[config.mk]
export PLATFORM = sky130hd
export DESIGN_NAME = bcd_display_driver
export DESIGN_NICKNAME = d
export VERILOG_FILES = /design/src/rtl/bcd_display_driver.sv
export SDC_FILE = /design/constraint.sdc
export NUM_CORES = 1
export LEC_CHECK = 0
export ABC_AREA = 1
export CAP_MARGIN = 40
export CORE_MARGIN = 2
export CORE_UTILIZATION = 51
export DETAILED_ROUTE_END_ITERATION = 8
export GPL_TIMING_DRIVEN = 0
export PLACE_DENSITY_LB_ADDON = 0.08
export SYNTH_ARGS = -nofsm -noshare
export SYNTH_HDL_FRONTEND = slang
export SYNTH_SLANG_ARGS = --single-unit
export TNS_END_PERCENT = 50
[constraint.sdc]
create_clock -name clock -period 1.8 [get_ports clock]
set_input_delay 0.45 -clock clock [delete_from_list [all_inputs] [get_ports clock]]
set_output_delay 0.45 -clock clock [all_outputs]
set_load 0.01 [all_outputs]
[src/rtl/bcd_display_driver.sv]
// Sequential double-dabble binary-to-BCD converter driving three 7-segment digits.
// One shift per clock behind a valid/ready handshake; displays hold until the next result.
module bcd_display_driver #(
    parameter int DATA_WIDTH      = 16,
    parameter bit ACTIVE_LOW      = 1'b1,
    parameter bit LEAD_ZERO_BLANK = 1'b1
) (
    input  logic                  clock,
    input  logic                  reset,
    input  logic [DATA_WIDTH-1:0] in_value,
    input  logic                  in_valid,
    output logic                  in_ready,
    output logic                  done,
    output logic                  overflow,
    output logic [6:0]            outputA,
    output logic [6:0]            outputB,
    output logic [6:0]            outputC
);

    localparam int         CNT_W     = $clog2(DATA_WIDTH + 1);
    localparam logic [6:0] SEG_BLANK = ACTIVE_LOW ? 7'h7F : 7'h00;
    localparam logic [6:0] SEG_DASH  = 7'h40;

    typedef enum logic [1:0] {IDLE, SHIFT, UPDATE} state_t;

    state_t                state, next_state;
    logic [DATA_WIDTH-1:0] bin_sr;
    logic [11:0]           bcd, bcd_adj;
    logic [CNT_W-1:0]      cnt;
    logic                  ovf_pending;
    logic                  accept;
    logic [3:0]            hund, tens, units;
    logic [6:0]            seg_a, seg_b, seg_c;

    function automatic logic [6:0] seg_encode(input logic [3:0] digit);
        case (digit)
            4'd0:    return 7'h3F;
            4'd1:    return 7'h06;
            4'd2:    return 7'h5B;
            4'd3:    return 7'h4F;
            4'd4:    return 7'h66;
            4'd5:    return 7'h6D;
            4'd6:    return 7'h7D;
            4'd7:    return 7'h07;
            4'd8:    return 7'h7F;
            4'd9:    return 7'h6F;
            default: return 7'h00;
        endcase
    endfunction

    function automatic logic [6:0] seg_drive(input logic [6:0] seg);
        return ACTIVE_LOW ? ~seg : seg;
    endfunction

    assign in_ready = (state == IDLE);
    assign accept   = in_valid && in_ready;

    always_comb begin
        next_state = state;
        case (state)
            IDLE:    if (accept) next_state = SHIFT;
            SHIFT:   if (cnt == CNT_W'(1)) next_state = UPDATE;
            UPDATE:  next_state = IDLE;
            default: next_state = IDLE;
        endcase
    end

    // Add-3 correction on every nibble that would reach 10 or more after the shift
    always_comb begin
        bcd_adj = bcd;
        for (int i = 0; i < 3; i++) begin
            if (bcd[4*i +: 4] >= 4'd5)
                bcd_adj[4*i +: 4] = bcd[4*i +: 4] + 4'd3;
        end
    end

    assign hund  = bcd[11:8];
    assign tens  = bcd[7:4];
    assign units = bcd[3:0];

    always_comb begin
        seg_a = seg_encode(hund);
        seg_b = seg_encode(tens);
        seg_c = seg_encode(units);
        if (ovf_pending) begin
            seg_a = SEG_DASH;
            seg_b = SEG_DASH;
            seg_c = SEG_DASH;
        end else if (LEAD_ZERO_BLANK) begin
            if (hund == 4'd0)
                seg_a = 7'h00;
            if (hund == 4'd0 && tens == 4'd0)
                seg_b = 7'h00;
        end
    end

    // Conversion datapath: no reset needed, always reloaded on accept
    always_ff @(posedge clock) begin
        if (accept) begin
            bin_sr      <= in_value;
            bcd         <= '0;
            cnt         <= CNT_W'(DATA_WIDTH);
            ovf_pending <= (32'(in_value) > 32'd999);
        end else if (state == SHIFT) begin
            {bcd, bin_sr} <= {bcd_adj, bin_sr} << 1;
            cnt           <= cnt - CNT_W'(1);
        end
    end

    // Control and display registers
    always_ff @(posedge clock) begin
        if (reset) begin
            state    <= IDLE;
            done     <= 1'b0;
            overflow <= 1'b0;
            outputA  <= SEG_BLANK;
            outputB  <= SEG_BLANK;
            outputC  <= SEG_BLANK;
        end else begin
            state <= next_state;
            done  <= (state == UPDATE);
            if (state == UPDATE) begin
                overflow <= ovf_pending;
                outputA  <= seg_drive(seg_a);
                outputB  <= seg_drive(seg_b);
                outputC  <= seg_drive(seg_c);
            end
        end
    end

endmodule
After elaboration in Yosys (flattened, before gate mapping) --
Memory sizes are Yosys's and may differ from the RTL's. A register that Yosys moved wholly into a read port is not among the register bits. Cells that the tools add are included.
Storage, ports and cells: logic and storage cells 55, bits in writable memories 0, bits in latches 0, register bits after elaboration 59, bits in read-only memories 336, memories kept 3, input port bits 19
Memories:
- (name not given) | words 16, bits a word 7, read ports 1, clocked after memory_dff 1, wr ports 0, line 36 | case (digit)
- (name not given) | words 16, bits a word 7, read ports 1, clocked after memory_dff 1, wr ports 0, line 36
- (name not given) | words 16, bits a word 7, read ports 1, clocked after memory_dff 1, wr ports 0, line 36
Operators by class: equal/unequal tests 5, reductions and logical operators 7, multiplexer cells 19, $add $sub $neg 4, magnitude comparators 4, bitwise gates (word level) 3, shift-type cells 0, divide/modulo/power cells 0, multiply operators 0
Operator list (count):
- $mux 7 | 5
- $mux 16 | 2
- $mux 4 | 8
- $not 7->7 | 3
- $gt 16x10->1 const B | 1
- $ge 4x3->1 const B | 3
- $add 4x2->4 const B | 2
- $logic_not 4->1 | 2
- $eq 5x1->1 const B | 1
- $sub 5x1->5 const B | 1
- $mux 2 | 2
- $pmux 2 s2 | 1
- $add 3x2->3 const B | 1
- $mux 3 | 1
- $eq 2x1->1 const B | 1
- $eq 2x2->1 const B | 1
- $logic_and 1x1->1 | 2
- $logic_not 2->1 | 1
- $ne 2x1->1 const B | 1
- $ne 2x2->1 const B | 1
- $reduce_and 2->1 | 1
- $reduce_bool 2->1 | 1

Longest topological paths before layout --
Gate-level depths: netlist (run 1).
depth after elaboration 5, mapped depth 16, mapped depth without buffers 16

Worst setup path after synthesis (run 1) --
OpenSTA, ideal clock, no wires.
kind reg2reg, start point register bcd[0], end point register with a tool-made name, setup slack 18 ps, period minus slack after synthesis 1782 ps, data arrival time 1668 ps, cell stages (with the launch flop) 13, cells stage by stage dfxtp_1 inv_1 ha_1 nand2_1 nand2_1 nand2_1 nand4_1 nand2_1 inv_1 ha_1 nand3b_1 nand3_1 nand2_1
RTL lines:
- start: declaration | line 28 | logic [11:0] bcd, bcd_adj;
- start signal: assignment | line 105 | {bcd, bin_sr} <= {bcd_adj, bin_sr} << 1;

==> results.py, run 1 <==
metrics = {
    "final_layout": {
        "layout.nets": 595,
        "diodes": 0,
        "ff_latch_area_um2": 1787,
        "multiInputGateArea_um2": 2034,
        "design_area_um2": 5111,
        "nFillCells": 600,
        "final_util": 0.6972,
        "drive_gt1_frac": 0.2329,
        "area_growth_pct": 31.56,
    },
    "clock_network": {
        "clock_latency_ps": 360,
        "cts_tree": "built",
        "clockBufferDepth": 2,
        "cts_max_level": 3,
        "path_clk_slew_ps": 90,
        "holdBufCountCts": 0,
        "cts_sinks": 80,
        "numCtsBuffers": 9,
        "cts-root-buf": "clkbuf_8",
    },
    "timing": {
        "hold_viol": 0,
        "finalClockSkew_ps": 12.08,
        "setup_viol": 0,
        "finalMaxSlewViolations": 0,
        "period_needed_ps": 1793,
        "slew-limit-headroom": 0.6484,
        "tightest_slew_ps": 527.4,
        "min_period_over_period": 0.9962,
        "rsz0062_at_grt": "true",
        "max_freq_mhz": 557.7,
    },
    "detailed_routing": {
        "routed_wl_mm": 8.408,
        "ant_nets": 0,
        "drc_errors": 0,
        "drtIter0Drc": 161,
        "drt_pass1_iterations": 5,
        "avgViaCountPerCell": 4.937,
        "routedWlPerCell_um": 12.88,
        "vias": 3224,
    },
    "power": {
        "power.leakage_nw": 2.377,
        "powerDensity_nw_per_um2": 1073,
        "irDropWorstVdd_mv": 0.6005,
    },
    "floorplanning": {
        "die_height_um": 91.28,
        "die_x_um": 91.28,
        "initial_core_util": 0.5300,
        "core_um2": 7331,
        "pin_count": 43,
        "placementRows": 31,
        "dieArea_um2": 8332,
    },
    "outcome": {
        "run_status": "finished, final reports clean",
    },
    "worst_setup_path": {
        "critical_path.cell_chain": "inv_6, ha_4, nand2_2, nand2_4, nand2_4, nand4_1, nand2_2, buf_6, buf_4, ha_4, nand2_2, nand3_2, nand2_1",
        "crit_path_start_kind": "register",
        "cp_common_cell": "nand2_2",
        "worstSetupPathType": "register to register",
        "cp.arrival_ps": 2040,
        "slowest_delay_ps": 400,
        "crit_fanout": 4,
        "startpoint": "bcd[0]",
        "regToRegStartpoint": "bcd[0]",
        "critPathCaptureType": "register",
        "ff2ff_setup_slack_ps": 7,
        "critPathRequiredTime_ps": 2050,
        "reg2reg_depth": 13,
        "cp_slowest_cell": "dfxtp_4",
    },
    "yosys": {
        "synth-seq-cells": 80,
        "synth_top_cell_by_area": "dfxtp_1",
        "yosys-top-cells-area": "dfxtp_1, nand2_1, edfxtp_1",
        "synth_nets": 517,
        "yosysSeqAreaShare": 0.4560,
        "synthCells": 471,
        "synthesis.area_um2": 3885,
        "synth.avg_cell_area_um2": 8.248,
        "ys_types": 36,
        "ys_warn_count": 0,
        "yosysTopAreaCellShare": 0.3246,
    },
    "hold_path": {
        "worstHoldPathType": "register to register",
    },
    "grt": {
        "overflow": 0,
        "grt_pass1_vias": 2872,
        "antenna_found_initial": 0,
        "grt_start_max_net_pins": 15,
        "grt_use_total": 0.2010,
        "grt_pass1_wl_mm": 13.32,
    },
    "placed_design": {
        "port_buffers": 42,
        "gp_congestion": 0.8718,
        "placed_area_um2": 4429,
        "place_hpwl_mm": 5.479,
    },
    "run": {
        "cap_violations": 0,
    },
}
## metrics by stage
step | total power (W) | worst slack (ps) | TNS, ps | hold WS, ps | cells
finish | 0.005485 | 6.875 | 0 | 425.2 | 653
global route | 0.005818 | -63.16 | -319.7 | 443.6 | 653
CTS | 0.005276 | -9.415 | -14.35 | 428.5 | 639
detailed placement | 0.003709 | -617.6 | -10390 | 417.5 | 612
global placement | 0.003668 | -588.9 | -10240 | 408.3 | 612
floorplan | 0.003393 | 18.03 | 0 | 399.8 | 471
## power by group
group,total [W],switching (W),internal (W),leakage [nW]
clock network,0.00146,0.000656,0.000807,0.111
logic,0.00164,0.000971,0.000666,1.58
registers,0.00238,0.000177,0.00221,0.688
## final cells by class
class	count	share of cell area
Multi-Input combinational cell	321	0.3980
Sequential cell	80	0.3496
Timing Repair Buffer	66	0.1212
Inverter	61	0.05067
Clock buffer	13	0.03525
Tap cell	99	0.02424
Buffer	10	0.01200
Clock inverter	3	0.009058
## critical path, delay by kind of cell (launching register included)
family / cells / cell delay (ps)
AND/OR/NAND/NOR: 8 / 720
flip-flops: 1 / 400
adder cells (fa/ha/maj): 2 / 290
buffers and inverters: 3 / 290
## per-layer routing
| metal | vias to the layer above | global-route usage | wire length [um] |
|---|---|---|---|
| met5 | - | 0 | 0 |
| met4 | 0 | 0.09975 | 183 |
| met3 | 15 | 0.03983 | 364 |
| met2 | 69 | 0.3222 | 4106 |
| met1 | 1475 | 0.2586 | 3753 |
| li1 | 1665 | - | - |
## synthesized netlist by cell type (all sizes together)
cell	n
dfxtp	63
nor3	2
ha	27
o22ai	9
a21oi	8
o21ai	24
inv	60
nand4	3
and3	1
a22oi	2
edfxtp	17
clkinv	1
buf	7
o31ai	1
nand3b	6
nand3	45
o2111ai	1
xor2	1
nand2	172
xnor2	1
clkbuf	3
nor4	2
nor2	15
## cell usage in the layout (no fill, tap or decap), types with 3 or more instances in the layout
cell type        count
nand3_1             35
o22ai_1              8
nand2_2             11
nand3_4              3
nand2_1            149
clkbuf_1             4
nand4_1              3
inv_1               38
o21ai_0             17
ha_4                 9
clkdlybuf4s50_1     41
nor2_4               3
dfxtp_2              6
nand3_2              7
ha_1                17
inv_2               15
nand3b_1             6
nor2_1              11
a21oi_4              3
inv_4                5
edfxtp_1            17
buf_4               22
clkbuf_8            11
buf_2                4
nand2_4             12
inv_6                3
dfxtp_1             55
a21oi_1              5
o21ai_1              7
buf_6                4
## worst min-delay path by stage
stage | from | to | cells past startpoint
2_1_floorplan | register | outputC[6] | 1
3_3_place_gp | register | outputC[6] | 1
3_5_place_dp | register | outputC[6] | 1
4_1_cts | register | outputC[6] | 1
5_1_grt | register | outputC[6] | 1
6_report | register | outputC[6] | 1
## repair_timing
action                     4_1_cts  5_1_grt
resized for setup               23       50
hold endpoints to repair         0        0
setup buffers                   10       14
gates cloned                     1        0
setup endpoints to repair       21       21
pin swaps                        5       13
## cell families after synthesis
logic type | after synthesis | share of synthesized area
xor+xnor | 2 | 0.004510
fa+ha+maj | 27 | 0.08696
buf+inv | 71 | 0.07794
flops | 80 | 0.4560
simple gates | 246 | 0.3021
compound gates | 45 | 0.07246
Note: power is estimated with default switching activity, not from simulation.
==> run 2, diff against run 1 <==
- CELL_PAD_IN_SITES_DETAIL_PLACEMENT: default -> 1
- CELL_PAD_IN_SITES_GLOBAL_PLACEMENT: default -> 1
- CORE_UTILIZATION: 51 -> 38
- SETUP_SLACK_MARGIN: default -> 0.1
==> run 2 against run 1 <==
  * Sequential share of layout area fell by 2.0 points
  * The flow now finishes with violations (negative setup slack)
  * Largest cell class unchanged
  * Final cell count rose by 7.0%
  * First-iteration DRC count fell by 46%
  * Hold slack barely moved
  * Highest routed layer unchanged
  * Critical path depth fell by 1
  * Maximum frequency fell by 1.7%
  * Sequential power barely moved
  * Non-clock buffer count rose by 12
  * Global-route usage fell by 1.6 points
==> results.py, run 2 (synthesized netlist as in run 1, its figures left out) <==
metrics = {
    "detailed_routing": {
        "drt_pass1_iterations": 4,
        "vias": 3399,
        "avgViaCountPerCell": 4.863,
        "drc_errors": 0,
        "drtIter0Drc": 87,
        "ant_nets": 0,
        "routed_wl_mm": 10.66,
        "routedWlPerCell_um": 15.25,
    },
    "final_layout": {
        "area_growth_pct": 40.10,
        "final_util": 0.5518,
        "nFillCells": 1136,
        "final_common_cell": "nand2_1",
        "drive_gt1_frac": 0.3110,
        "final_cell_mix": "nand2_1, dfxtp_1, buf_4",
        "diodes": 0,
        "layout.nets": 607,
        "stdcell_count": 699,
    },
    "grt": {
        "antenna_found_initial": 0,
        "grt_pass1_vias": 3460,
        "grt_use_total": 0.1847,
        "grt_pass1_wl_mm": 16.36,
        "overflow": 0,
        "grt_start_max_net_pins": 14,
    },
    "timing": {
        "holdWs_ps": 425.4,
        "period_needed_ps": 1825,
        "min_period_over_period": 1.014,
        "slew-limit-headroom": 0.5932,
        "max_freq_mhz": 548.0,
        "rsz0062_at_grt": "true",
        "finalMaxSlewViolations": 0,
        "finalClockSkew_ps": 12.95,
        "hold_viol": 0,
        "setup_viol": 2,
        "worst_slack_ps": -24.86,
        "tightest_slew_ps": 610.2,
    },
    "worst_setup_path": {
        "slowest_delay_ps": 400,
        "crit_family": "simple AND/OR/NAND/NOR gates",
        "cp.arrival_ps": 2080,
        "path_buf_inv": 2,
        "worstSetupPathType": "register to register",
        "critPathRequiredTime_ps": 2060,
        "cp_slowest_cell": "dfxtp_4",
        "ff2ff_setup_slack_ps": -20,
        "critPathCaptureType": "register",
        "crit_path_start_kind": "register",
        "reg2reg_depth": 12,
        "critical_path.cell_chain": "inv_4, ha_4, nand2_2, nand2_2, nand2_2, nand4_1, nand2_4, inv_6, ha_4, nand3b_1, nand3_1, nand2_1",
        "crit_fanout": 4,
        "cp_common_cell": "nand2_2",
        "regToRegStartpoint": "bcd[0]",
        "cp.depth": 12,
    },
    "hold_path": {
        "hold-path-endpoint": "outputC[6]",
        "worstHoldPathType": "register to register",
        "whs_path_depth": 1,
    },
    "floorplanning": {
        "die_height_um": 105.1,
        "die_x_um": 105.1,
        "dieArea_um2": 11050,
        "initial_core_util": 0.3938,
        "placementRows": 36,
        "core_um2": 9864,
        "pin_count": 43,
    },
    "clock_network": {
        "clockBufferDepth": 2,
        "numCtsBuffers": 9,
        "clock_latency_ps": 360,
        "cts_max_level": 3,
        "cts_tree": "built",
        "cts_sinks": 80,
        "path_clk_slew_ps": 90,
        "cts-root-buf": "clkbuf_8",
        "holdBufCountCts": 0,
    },
    "outcome": {
        "violations": "negative setup slack",
        "run_status": "finished, violations left",
    },
    "placed_design": {
        "dp_cells": 646,
        "gp_congestion": 0.8165,
        "port_buffers": 42,
        "place_hpwl_mm": 6.515,
    },
    "power": {
        "total_power_w": 0.005643,
        "irDropWorstVdd_mv": 0.5838,
        "power.leakage_nw": 2.444,
        "powerDensity_nw_per_um2": 1037,
    },
    "run": {
        "cap_violations": 0,
    },
}
-- run 2: cell types whose count changed in the layout (fill, tap and decap cells not counted), sizes merged --
| cell | delta |
|---|---|
| clkbuf | -2 |
| dlymetal6s2s | +21 |
| inv | -2 |
| dlygate4sd2 | -1 |
| buf | +13 |
| clkdlybuf4s50 | -21 |
| clkinvlp | +2 |
| clkinv | +2 |
-- run 2: through the flow --
step | instance area [um2] | setup WS [ps] | setup TNS, ps
detailed placement | 4481 | -684.3 | -12190
global route | 5443 | -96.22 | -597.5
global placement | 4481 | -618.2 | -11000
finish | 5443 | -24.86 | -33.99
CTS | 5067 | 42.85 | 0
floorplan | 3894 | 101.5 | 0
-- run 2: area by class of cell --
| cell class | count | area (um2) | share of cell area |
|---|---|---|---|
| multi-input cells | 321 | 2177 | 0.4000 |
| flip-flops and latches | 80 | 1793 | 0.3294 |
| repair buffers | 78 | 764.5 | 0.1405 |
| inverters | 61 | 286.5 | 0.05264 |
| well taps | 133 | 166.4 | 0.03057 |
| clock buffers | 11 | 131.4 | 0.02414 |
| plain buffers | 10 | 66.31 | 0.01218 |
| clock inverters | 5 | 57.56 | 0.01057 |
-- run 2: worst max-delay path by stage --
stage               startpoint  endpoint  slack (ps)
floorplan               bcd[4]  register         100
global placement      in_valid  register        -620
detailed placement    in_valid  register        -680
CTS                   state[1]  register          40
global route            bcd[0]  register        -100
finish                  bcd[0]  register         -20
-- run 2: repair_timing --
action                                  CTS  global route
gates cloned                              1             0
pin swaps                                19            23
buffers inserted                         27             9
endpoints found under the setup margin   26            55
gates resized for setup                  55            94
endpoints found under the hold margin     0             0
-- run 2: routing by layer --
layer	global-route usage	wire length (um)
met1	0.2180	4589
met2	0.3316	5583
met3	0.03431	283
met4	0.06762	202
met5	0	0
-- run 2: report_power, final --
group | total, W | internal, W | switching [W]
logic | 0.00191 | 0.000789 | 0.00112
registers | 0.00241 | 0.00221 | 0.000202
clock network | 0.00132 | 0.000640 | 0.000683
total | 0.00564 | 0.00364 | 0.00200
